File: config.mk
export PLATFORM = sky130hd
export DESIGN_NAME = pixel_array_sequencer
export DESIGN_NICKNAME = d
export VERILOG_FILES = /design/src/rtl/pixel_array_sequencer.sv
export SDC_FILE = /design/constraint.sdc
export NUM_CORES = 1
export LEC_CHECK = 0
export ABC_AREA = 1
export CORE_UTILIZATION = 54
export DETAILED_ROUTE_END_ITERATION = 8
export GPL_TIMING_DRIVEN = 0
export HOLD_SLACK_MARGIN = 0.06
export PLACE_DENSITY = 0.85
export REMOVE_ABC_BUFFERS = 1
export SKIP_CTS_REPAIR_TIMING = 1
export SLEW_MARGIN = 20
export SYNTH_ARGS = -nofsm -noshare
export SYNTH_HDL_FRONTEND = slang
export SYNTH_SLANG_ARGS = --single-unit
File: constraint.sdc
create_clock -name clk -period 1.9 [get_ports clk]
set_input_delay 0.38 -clock clk [delete_from_list [all_inputs] [get_ports clk]]
set_output_delay 0.38 -clock clk [all_outputs]
set_load 0.01 [all_outputs]
File: src/rtl/pixel_array_sequencer.sv
// Pixel array sequencer: drives the erase/expose/convert phases, generates the
// ramp code latched by the pixels, then reads every pixel over the shared bus
// and streams the samples out with a valid/ready handshake.
module pixel_array_sequencer #(
  parameter int N_PIX      = 4,
  parameter int DW         = 8,
  parameter int T_ERASE    = 5,
  parameter int READ_SETUP = 2,
  parameter int IW         = 2
) (
  input  logic             clk,
  input  logic             reset,
  input  logic             start,
  input  logic             continuous,
  input  logic [15:0]      cfg_expose,
  output logic             pix_erase,
  output logic             pix_expose,
  output logic             pix_convert,
  output logic [DW-1:0]    cnt_out,
  output logic             cnt_oe,
  output logic [N_PIX-1:0] pix_read,
  input  logic [DW-1:0]    data_in,
  output logic [DW-1:0]    out_data,
  output logic [IW-1:0]    out_idx,
  output logic             out_valid,
  input  logic             out_ready,
  output logic             busy,
  output logic             frame_done
);

  typedef enum logic [2:0] {
    S_IDLE,
    S_ERASE,
    S_EXPOSE,
    S_CONVERT,
    S_READ
  } state_t;

  state_t        state;
  logic [15:0]   timer;    // cycles remaining in the current timed phase / setup
  logic [15:0]   exp_len;  // exposure length latched at frame start
  logic [IW-1:0] slot;     // pixel currently being read

  // A zero exposure request still exposes for one cycle.
  function automatic logic [15:0] expose_len(input logic [15:0] v);
    return (v == 16'd0) ? 16'd1 : v;
  endfunction

  // Frame sequencer: every output is a register updated alongside the state.
  always_ff @(posedge clk or negedge reset) begin
    if (!reset) begin
      state       <= S_IDLE;
      timer       <= 16'd0;
      exp_len     <= 16'd1;
      slot        <= '0;
      pix_erase   <= 1'b0;
      pix_expose  <= 1'b0;
      pix_convert <= 1'b0;
      cnt_out     <= '0;
      cnt_oe      <= 1'b0;
      pix_read    <= '0;
      out_data    <= '0;
      out_idx     <= '0;
      out_valid   <= 1'b0;
      busy        <= 1'b0;
      frame_done  <= 1'b0;
    end else begin
      frame_done <= 1'b0;
      case (state)
        S_IDLE: begin
          if (start) begin
            exp_len   <= expose_len(cfg_expose);
            timer     <= 16'(T_ERASE - 1);
            pix_erase <= 1'b1;
            busy      <= 1'b1;
            state     <= S_ERASE;
          end
        end

        S_ERASE: begin
          if (timer == 16'd0) begin
            pix_erase  <= 1'b0;
            pix_expose <= 1'b1;
            timer      <= exp_len - 16'd1;
            state      <= S_EXPOSE;
          end else begin
            timer <= timer - 16'd1;
          end
        end

        S_EXPOSE: begin
          if (timer == 16'd0) begin
            pix_expose  <= 1'b0;
            pix_convert <= 1'b1;
            cnt_oe      <= 1'b1;
            cnt_out     <= '0;
            state       <= S_CONVERT;
          end else begin
            timer <= timer - 16'd1;
          end
        end

        // The ramp ends on its all-ones code; it never wraps.
        S_CONVERT: begin
          if (cnt_out == '1) begin
            pix_convert <= 1'b0;
            cnt_oe      <= 1'b0;
            cnt_out     <= '0;
            slot        <= '0;
            pix_read    <= N_PIX'(1);
            timer       <= 16'(READ_SETUP - 1);
            state       <= S_READ;
          end else begin
            cnt_out <= cnt_out + DW'(1);
          end
        end

        // Each slot: settle for READ_SETUP cycles, sample, then wait for the
        // consumer; acceptance moves the select to the next pixel.
        S_READ: begin
          if (!out_valid) begin
            if (timer == 16'd0) begin
              out_data  <= data_in;
              out_idx   <= slot;
              out_valid <= 1'b1;
            end else begin
              timer <= timer - 16'd1;
            end
          end else if (out_ready) begin
            out_valid <= 1'b0;
            if (slot == IW'(N_PIX - 1)) begin
              pix_read   <= '0;
              frame_done <= 1'b1;
              if (continuous) begin
                exp_len   <= expose_len(cfg_expose);
                timer     <= 16'(T_ERASE - 1);
                pix_erase <= 1'b1;
                state     <= S_ERASE;
              end else begin
                busy  <= 1'b0;
                state <= S_IDLE;
              end
            end else begin
              slot     <= slot + IW'(1);
              pix_read <= pix_read << 1;
              timer    <= 16'(READ_SETUP - 1);
            end
          end
        end

        default: begin
          state <= S_IDLE;
          busy  <= 1'b0;
        end
      endcase
    end
  end

endmodule
==> impl_metrics.json <==
{
  "status": "finished clean",
  "via_count": 3687,
  "path_clk_slew_ns": 0.08,
  "timing.rr.start": "timer[1]",
  "cts.sinks": 65,
  "setup_violations": 0,
  "final_antenna_net_count": 0,
  "yosysWarnings": 0,
  "vdd_drop_max_mv": 0.7121,
  "min_period_over_period_pct": 97.08,
  "rsz0062_at_grt": "no",
  "synth_enable_flop_cells": 0,
  "fmax_ghz": 0.5421,
  "cp_max_fo": 4,
  "dp_slack_ns": -0.3061,
  "synth_seq_cells": 65,
  "async_flop_share_pct": 100.0,
  "relSlewSlack_pct": 71.38,
  "layout_min_cycle_time_ns": 1.845,
  "end_kind": "flip-flop",
  "critPathLaunch": "timer[1]",
  "final_hold_viol_count": 0,
  "fin_nets": 619,
  "core_um2": 6794,
  "cts_buffers": 9,
  "yosysUniqueCellTypes": 41,
  "tritoncts": "built",
  "firstDrtPassIters": 6,
  "overflow": 0,
  "cp_data_arrival_time_ns": 2.14,
  "tightest_slew_ns": 0.4265,
  "port-buffer-count": 57,
  "die_x_um": 86.09,
  "clkLatencyLatePin_ns": 0.36,
  "maxCapViolations": 0,
  "io_pins": 58,
  "grt_max_degree": 42,
  "pwr_density_cell_nw_per_um2": 1492,
  "synthCells": 512,
  "worstSetupStartpointType": "flip-flop",
  "cts_root_buffer": "clkbuf_8",
  "synth.top_cells.by_area": "dfrtp_1, nand2_1, inv_1",
  "clockBufferDepth": 2,
  "skew_ns": 0.01460,
  "synth.top_cells.by_count": "nand2_1, inv_1, dfrtp_1, nor2_1, nand3_1",
  "num_antenna_cells": 0,
  "drcViolationCount": 0,
  "final_util_pct": 71.60,
  "cts-htree-levels": 3,
  "yosysMostFrequentCell": "nand2_1",
  "critical_path_required_ns": 2.19,
  "final-max-slew-violation-count": 0,
  "drt_iter0_drc": 340,
  "antenna_found_initial": 0,
  "initial_core_util_pct": 56.21,
  "gp_congestion": 0.8857,
  "yosysTopAreaCellShare_pct": 41.94,
  "fillerInstances": 504,
  "die_h_um": 86.09,
  "mappedNetlistArea_um2": 3819,
  "grt.total_usage_pct": 25.65,
  "critical_path_class": "reg2reg",
  "grt_pass1_vias": 3416,
  "rows": 30,
  "wl_per_cell_um": 13.76,
  "r2r_cells": 13,
  "synth_ff_type": "dfrtp_1",
  "area_delta_synth_final_pct": 27.39,
  "setup_slack_ns": 0.05548,
  "grt_pass1_wl_um": 15000,
  "p_leak_nw": 2.372,
  "yosysTopAreaCell": "dfrtp_1",
  "layout-drive-gt1-share_pct": 11.34,
  "yosysSeqAreaShare_pct": 42.63,
  "min-delay-path-class": "in2async",
  "dp_hpwl_um": 6348,
  "avgSynthCellArea_um2": 7.458,
  "routed_via_density": 5.367,
  "routed_wl_um": 9454,
  "die-area_um2": 7411
}
[layout make-up]
cell class | instances | area (um2) | share of cell area, %
Clock buffer | 10 | 137.6 | 2.829
Clock inverter | 6 | 66.31 | 1.363
Inverter | 84 | 322.8 | 6.636
Multi-Input combinational cell | 357 | 1904 | 39.15
Sequential cell | 65 | 1628 | 33.46
Tap cell | 96 | 120.1 | 2.469
Timing Repair Buffer | 69 | 685.7 | 14.09
[metrics by stage]
| step | setup TNS, ns | power [mW] | cells | hold WS (ns) | cell area (um2) |
|---|---|---|---|---|---|
| after global placement | -116.90 | 5.492 | 657 | 0.4689 | 4453 |
| after floorplan | 0 | 4.571 | 504 | 0.08441 | 3762 |
| after CTS | -3.490 | 6.863 | 674 | -0.06721 | 4674 |
| final | 0 | 7.257 | 687 | 0.4675 | 4865 |
| after global routing | 0 | 7.780 | 687 | 0.5034 | 4865 |
| after detailed placement | -6.895 | 5.631 | 658 | 0.3090 | 4471 |
[power breakdown]
group          internal, mW  leakage [nW]  switching [mW]
sequential             1.87         0.805           0.463
clock                 0.643        0.0949           0.574
combinational          1.47          1.47            2.23
[worst paths after layout]
check                      slack (ns)          to
max                              0.06    timer[0]
min                              0.47    state[2]
max reg2reg                      0.06    timer[0]
min reg2reg                      0.49  exp_len[0]
max in group asynchronous        0.85  exp_len[0]
min in group clk                 0.49  exp_len[0]
[cells in the final DEF (no fill, tap or decap), types with 3 or more instances in the layout]
master,netlist,layout
a21oi_1,9,9
buf_4,4,10
clkbuf_8,0,10
clkdlybuf4s50_1,0,56
clkinvlp_4,0,3
dfrtp_1,64,64
ha_1,4,3
inv_1,74,73
inv_2,8,9
nand2_1,137,137
nand2_4,3,4
nand3_1,39,38
nand3_4,2,6
nand4_1,3,3
nor2_1,45,42
nor2_2,2,4
nor2_4,3,4
nor3_1,3,3
nor4_1,3,3
o211ai_1,5,5
o21ai_0,22,22
o21ai_1,31,31
o22ai_1,5,5
xor2_1,17,17
[flip-flops by register name, summed over array words and instances, names as in the netlist, 2 cells and up]
register  flops
slot          2
state         3
exp_len      16
timer        16
pix_read      4
cnt_out       8
out_idx       2
out_data      8
[metal layers]
layer / part of all wire, % / vias up / global-route usage, %
met4: 2.6 / 0 / 11.21
met1: 44 / 1704 / 32.88
met3: 5.3 / 32 / 5.294
met5: 0 / - / 0
li1: - / 1791 / -
met2: 49 / 160 / 42.06
[kinds of logic after synthesis]
logic type / count (synthesis) / synth area share, %
buffers and inverters: 92 / 9.928
AND/OR/NAND/NOR: 252 / 29.98
flip-flops: 65 / 42.63
adder cells (fa/ha/maj): 4 / 1.311
XOR/XNOR: 19 / 4.358
AO/OA/AOI/OAI: 80 / 11.80
[critical path: stages (launching register included)]
cell,delay [ns]
dfrtp_1,0.40
inv_1,0.09
ha_2,0.21
nand2_2,0.10
nor2_4,0.16
buf_12,0.13
nand2_1,0.13
nand2_1,0.16
nand2_1,0.07
nor2_1,0.11
nor2_1,0.06
nand2_1,0.05
nand2_1,0.05
nand2_1,0.06
(Power assumes the default switching activity.)
